`config.mk`:
```
export PLATFORM = sky130hd
export DESIGN_NAME = tensor_dispatch
export DESIGN_NICKNAME = d
export VERILOG_FILES = /design/src/rtl/tensor_dispatch.sv
export SDC_FILE = /design/constraint.sdc
export NUM_CORES = 2
export LEC_CHECK = 0
export BUFFER_PORTS_ARGS = -buffer_cell sky130_fd_sc_hd__buf_2
export CAP_MARGIN = 10
export CORE_AREA = 8 8 608 610
export CTS_BUF_LIST = sky130_fd_sc_hd__clkbuf_16
export DETAILED_ROUTE_END_ITERATION = 6
export DIE_AREA = 0 0 616 618
export PLACE_DENSITY = 0.42
export SETUP_SLACK_MARGIN = 0.3
export SLEW_MARGIN = 25
export SYNTH_ARGS = -nofsm -noshare
export SYNTH_HDL_FRONTEND = slang
export SYNTH_SLANG_ARGS = --single-unit
```
`constraint.sdc`:
```
create_clock -name clk -period 95.7 [get_ports clk]
set_clock_uncertainty 0.15 [all_clocks]
set_input_delay 4.785 -clock clk [delete_from_list [all_inputs] [get_ports clk]]
set_output_delay 4.785 -clock clk [all_outputs]
set_load 0.01 [all_outputs]
```
`src/rtl/tensor_dispatch.sv`:
```
// Issue-side sequencer for the tensor unit: reads per-step A/B/C operands for one
// request and streams them to a thread group through a 2-entry skid FIFO.
module tensor_dispatch #(
    parameter int  THREAD_GROUP_SIZE = 4,
    parameter int  XLEN              = 32,
    parameter int  MAX_STEPS         = 8,
    localparam int SW                = $clog2(MAX_STEPS),
    localparam int RW                = $clog2(XLEN),
    localparam int AW                = THREAD_GROUP_SIZE * XLEN,
    localparam int BW                = THREAD_GROUP_SIZE * AW
) (
    input  logic          clk,
    input  logic          reset,
    input  logic          req_valid,
    output logic          req_ready,
    input  logic          req_wb,
    input  logic [RW-1:0] req_rd,
    input  logic          req_fmt_in,
    input  logic          req_fmt_out,
    input  logic [SW-1:0] req_steps,
    output logic          rf_rd_en,
    output logic [SW-1:0] rf_rd_step,
    input  logic [AW-1:0] rf_a,
    input  logic [BW-1:0] rf_b,
    input  logic [AW-1:0] rf_c,
    output logic          tg_valid,
    input  logic          tg_ready,
    output logic [AW-1:0] tg_vec_a,
    output logic [BW-1:0] tg_vec_b,
    output logic [AW-1:0] tg_vec_c,
    output logic          tg_wb,
    output logic [RW-1:0] tg_rd,
    output logic          tg_fmt_in,
    output logic          tg_fmt_out,
    output logic [SW-1:0] tg_step,
    output logic          tg_last,
    output logic          busy
);

    typedef enum logic [1:0] {S_IDLE, S_READ, S_DRAIN} state_t;

    state_t        r_state, w_state_nxt;

    logic          r_wb, r_fmt_in, r_fmt_out;
    logic [RW-1:0] r_rd;
    logic [SW-1:0] r_steps;
    logic [SW-1:0] r_rd_ptr;
    logic          r_inflight;
    logic [SW-1:0] r_inflight_step;

    logic          r_head, r_tail;
    logic [1:0]    r_count;
    logic [AW-1:0] r_fa [2];
    logic [BW-1:0] r_fb [2];
    logic [AW-1:0] r_fc [2];
    logic [SW-1:0] r_fs [2];

    logic          w_valid, w_pop, w_push, w_credit, w_accept, w_last_pop;
    logic [2:0]    w_occ;

    assign w_valid    = (r_count != 2'd0);
    assign w_pop      = w_valid && tg_ready;
    assign w_push     = r_inflight;
    assign w_last_pop = w_pop && (r_fs[r_head] == r_steps);
    assign w_accept   = req_valid && req_ready;
    // Occupancy counts the read already on its way so the FIFO can never overflow.
    assign w_occ      = {1'b0, r_count} + {2'b0, r_inflight} - {2'b0, w_pop};
    assign w_credit   = (w_occ < 3'd2);

    always_ff @(posedge clk or posedge reset) begin
        if (reset) begin
            r_state <= S_IDLE;
        end else begin
            r_state <= w_state_nxt;
        end
    end

    always_comb begin
        w_state_nxt = r_state;
        req_ready   = 1'b0;
        rf_rd_en    = 1'b0;
        case (r_state)
            S_IDLE: begin
                req_ready = 1'b1;
                if (req_valid) w_state_nxt = S_READ;
            end
            S_READ: begin
                if (w_credit) begin
                    rf_rd_en = 1'b1;
                    if (r_rd_ptr == r_steps) w_state_nxt = S_DRAIN;
                end
            end
            S_DRAIN: begin
                if (w_last_pop) w_state_nxt = S_IDLE;
            end
            default: w_state_nxt = S_IDLE;
        endcase
    end

    assign rf_rd_step = r_rd_ptr;
    assign busy       = (r_state != S_IDLE);

    always_ff @(posedge clk or posedge reset) begin
        if (reset) begin
            r_wb            <= 1'b0;
            r_rd            <= '0;
            r_fmt_in        <= 1'b0;
            r_fmt_out       <= 1'b0;
            r_steps         <= '0;
            r_rd_ptr        <= '0;
            r_inflight      <= 1'b0;
            r_inflight_step <= '0;
            r_head          <= 1'b0;
            r_tail          <= 1'b0;
            r_count         <= 2'd0;
        end else begin
            if (w_accept) begin
                r_wb      <= req_wb;
                r_rd      <= req_rd;
                r_fmt_in  <= req_fmt_in;
                r_fmt_out <= req_fmt_out;
                r_steps   <= req_steps;
                r_rd_ptr  <= '0;
            end else if (rf_rd_en && (r_rd_ptr != r_steps)) begin
                r_rd_ptr <= r_rd_ptr + SW'(1);
            end
            r_inflight      <= rf_rd_en;
            r_inflight_step <= r_rd_ptr;
            if (w_push) r_tail <= ~r_tail;
            if (w_pop)  r_head <= ~r_head;
            r_count <= r_count + {1'b0, w_push} - {1'b0, w_pop};
        end
    end

    // Operand storage carries no reset; outputs are masked by tg_valid instead.
    always_ff @(posedge clk) begin
        if (w_push) begin
            r_fa[r_tail] <= rf_a;
            r_fb[r_tail] <= rf_b;
            r_fc[r_tail] <= rf_c;
            r_fs[r_tail] <= r_inflight_step;
        end
    end

    assign tg_valid   = w_valid;
    assign tg_vec_a   = w_valid ? r_fa[r_head] : '0;
    assign tg_vec_b   = w_valid ? r_fb[r_head] : '0;
    assign tg_vec_c   = w_valid ? r_fc[r_head] : '0;
    assign tg_step    = w_valid ? r_fs[r_head] : '0;
    assign tg_last    = w_valid && (r_fs[r_head] == r_steps);
    assign tg_wb      = w_valid && r_wb;
    assign tg_rd      = w_valid ? r_rd : '0;
    assign tg_fmt_in  = w_valid && r_fmt_in;
    assign tg_fmt_out = w_valid && r_fmt_out;

endmodule

```
==> results.md <==
- Status: completed
- All-Layer GR Usage: 13.4%
- Pin count of the biggest net entering global routing: 158
- Hold EP: r_fs[0][1]
- Final setup viols: 0
- Worst Setup SP: r_head
- Reg-to-reg startpoint: r_inflight
- Tightest Hold Check Type: flop to flop
- Core Area: 0.360 mm^2
- CP Capture Type: primary output
- Crit-path cells: buf_4 -> buf_4 -> buf_6 -> buf_4 -> buf_4 -> mux2i_1 -> nor2_1 -> buf_2
- Flop2flop setup slack: 90,980 ps
- # clock sinks: 1,566
- CP max stage delay: 870 ps
- Final min period: 11,440 ps
- Crit path max fanout: 57
- CP Data Required Time: 90,760 ps
- Grt ovf: 0
- Max Cap Viol: 0
- Die Footprint: 0.381 mm^2
- Reg2reg end: r_fb[1][427]
- CP Class: flop to primary output
- Hpwl dp: 214 mm
- Clock Power Share: 27.0%
- Die width: 616 um
- RD Place Congestion: 0.891
- Depth of the most critical reg-to-reg path: 6
- Min-delay src: r_inflight_step[1]
- Number of setup buffers added after CTS: 0
- Synthesized netlist net count: 4,131
- Cell area after layout: 0.0786 mm^2
- # IOs: 1,570
- Via density: 3.70
- Chip height: 618 um
- ANT nets after route: 0
- Sw Share: 38.6%
- First-pass GRT wire length: 351 mm
- Share of post-route cells with drive strength above 1: 37.2%
- Worst-Skew Late Latency: 850 ps
- Worst path arrival time: 6510 ps
- RSZ-0062 raised after global routing: no
- Rel. slew slack: 29.1%
- Power Dens Cells: 33.4 mW/mm^2
- Mapped Cells: 3,345
- Initial Utilization: 16.4%
- Internal power: 1610 uW
- Psw: 1020 uW
- PostCTS Resize Cnt: 0
- Pre-Repair DR Iteration Count: 5
- Initial DRC Count: 2,607
- Vias in the first global route: 37,039
- Initial antenna violation count: 276
- Leakage: 0.0308 uW
- Via count: 36,918
- Combinational power share: 37.6%
- Root buffer cell: clkbuf_16
- Worst-path clk slew: 60 ps
- Fin crit share: 12.0%
- CTS tree: done
- Mean Syn Cell Area: 17.6 um^2
- Max Slew Vio Count: 0
- CTS buffer count: 188
- Hold buffer count at CTS: 0
- Hold Path Stages: 0
- Synthesis-to-finish area growth: 33.4%
- Unique masters post-synth: 30
- Seq pwr share: 35.4%
- Routed wire length per instance: 27.1 um
- #FFs+latches synth: 1,566
- H-tree Lvls: 4
- Final Hold Fails: 0
- Slowest cell on the critical path: dfrtp_4
- Routed wire length: 271 mm
- DR DRC count: 0
- Setup tns final: 0 ps
- Crit path launch type: flop
- Maximum clock rate: 87.4 MHz
- YS warnings: 0
- Critical Path Most Common Cell: buf_4
- Nets: 5,772
- Peak supply drop: 0.0303 mV
- Placed cell area: 0.0724 mm^2
- Slew @ Worst Pin: 1060 ps
- Worst-case clock buffer depth: 4
- Syn Std Cell Area: 0.0590 mm^2
- Seq/Total Area, Yosys: 79.5%
- Placement Rows: 221
- Buffers on Ports: 1,569
[cell usage in the layout (no fill, tap or decap), types with 7 or more instances in the layout]
master      count
inv_6           9
and2_1          9
edfxtp_1     1542
clkinv_1       35
xnor2_1         7
nor2_1        771
buf_4          43
diode_2        48
clkinvlp_4     11
inv_1          39
dfrtp_1        23
bufinv_16      17
mux2i_1       772
buf_2        1569
clkbuf_16     192
mux2_2         11
clkinv_2       31
[metrics by stage]
step | std cells | total power, uW | setup slack, ps | hold WS (ps) | utilization [%]
after floorplan | 3345 | 1600 | 59230 | 270 | -
after global placement | 9586 | 1960 | 84250 | 273 | 20.1
after detailed placement | 9588 | 1960 | 84330 | 281 | 20.1
after CTS | 9927 | 2690 | 83670 | 302 | 21.8
after global routing | 9945 | 2760 | 83770 | 313 | 21.8
final | 9977 | 2630 | 84260 | 301 | 21.8
[registers in the layout (all words and copies together) (netlist names), 3 cells and up]
signal,flops
r_fb,1024
r_fa,256
r_fc,256
r_fs,6
r_rd,5
r_inflight_step,3
r_steps,3
rf_rd_step,3
[routing by layer]
layer | part of all wire (%) | routed length, um | global-route usage, %
met5 | 0.14 | 389 | 0
met4 | 3.2 | 8750 | 3.37
met3 | 8.1 | 21900 | 4.40
met2 | 49 | 134000 | 23.7
met1 | 39 | 106000 | 15.7
[Yosys cell counts]
cell type,n,area share [%]
nor2_2,1,0.011
ha_1,2,0.042
buf_6,12,0.23
mux2i_1,772,13
mux2_2,11,0.21
dfrtp_1,24,1.0
nor3_1,1,0.0085
xor2_1,2,0.030
and3_1,1,0.011
nand3_1,4,0.034
edfxtp_1,1542,79
o22ai_1,1,0.011
nor4_1,2,0.021
nand2b_1,2,0.021
a21oi_1,2,0.017
buf_2,81,0.69
buf_4,36,0.46
xnor2_1,7,0.10
and4b_1,1,0.017
nand2_1,1,0.0064
nor2b_1,1,0.011
clkbuf_1,36,0.23
buf_1,8,0.051
fa_1,1,0.034
and2_1,10,0.11
inv_1,6,0.038
nor2_1,773,4.9
nand4bb_1,1,0.019
or3_1,1,0.011
o21ai_0,3,0.025
[worst max-delay path by stage]
stage	to	slack, ps
floorplan	r_fa[0][0]	59230
global placement	rf_rd_en	84250
detailed placement	rf_rd_en	84330
CTS	tg_vec_b[137]	83670
global route	tg_vec_b[137]	83770
finish	tg_vec_b[137]	84260
[area by class of cell]
cell class | instances | area (um^2)
antenna | 48 | 120
clock buffer | 192 | 4800
clock inverter | 147 | 1310
fill | 38257 | 282000
inverter | 6 | 22.5
multi-input combinational | 1600 | 11100
sequential | 1566 | 46900
tap | 4794 | 6000
timing repair buffer | 1624 | 8400
[power by group through the flow]
stage          sequential (uW)  combinational (uW)  clock (uW)
2_1_floorplan             1090                 504           0
3_5_place_dp               946                1020           0
5_1_grt                    941                1060         761
4_1_cts                    932                1020         738
3_3_place_gp               945                1010           0
6_report                   930                 988         711
[critical path, delay by kind of cell, from the launching register on]
family	cells	cell delay [ps]
buffers and inverters	6	4100
muxes	1	300
and+or+nand+nor	1	70
DFF	1	870
[logic make-up (layout without fill, tap and decap cells)]
family	Yosys count	in the layout	synth area share (%)
adder cells (fa/ha/maj)	3	3	0.0764
multiplexers	783	783	13.3
AND/OR/NAND/NOR	799	799	5.20
flip-flops	1566	1566	79.5
buffers and inverters	179	1969	1.69
AO/OA/AOI/OAI	6	6	0.0530
XOR/XNOR	9	9	0.134
other	0	48	0
No activity file was read; power rests on OpenSTA's default activity.
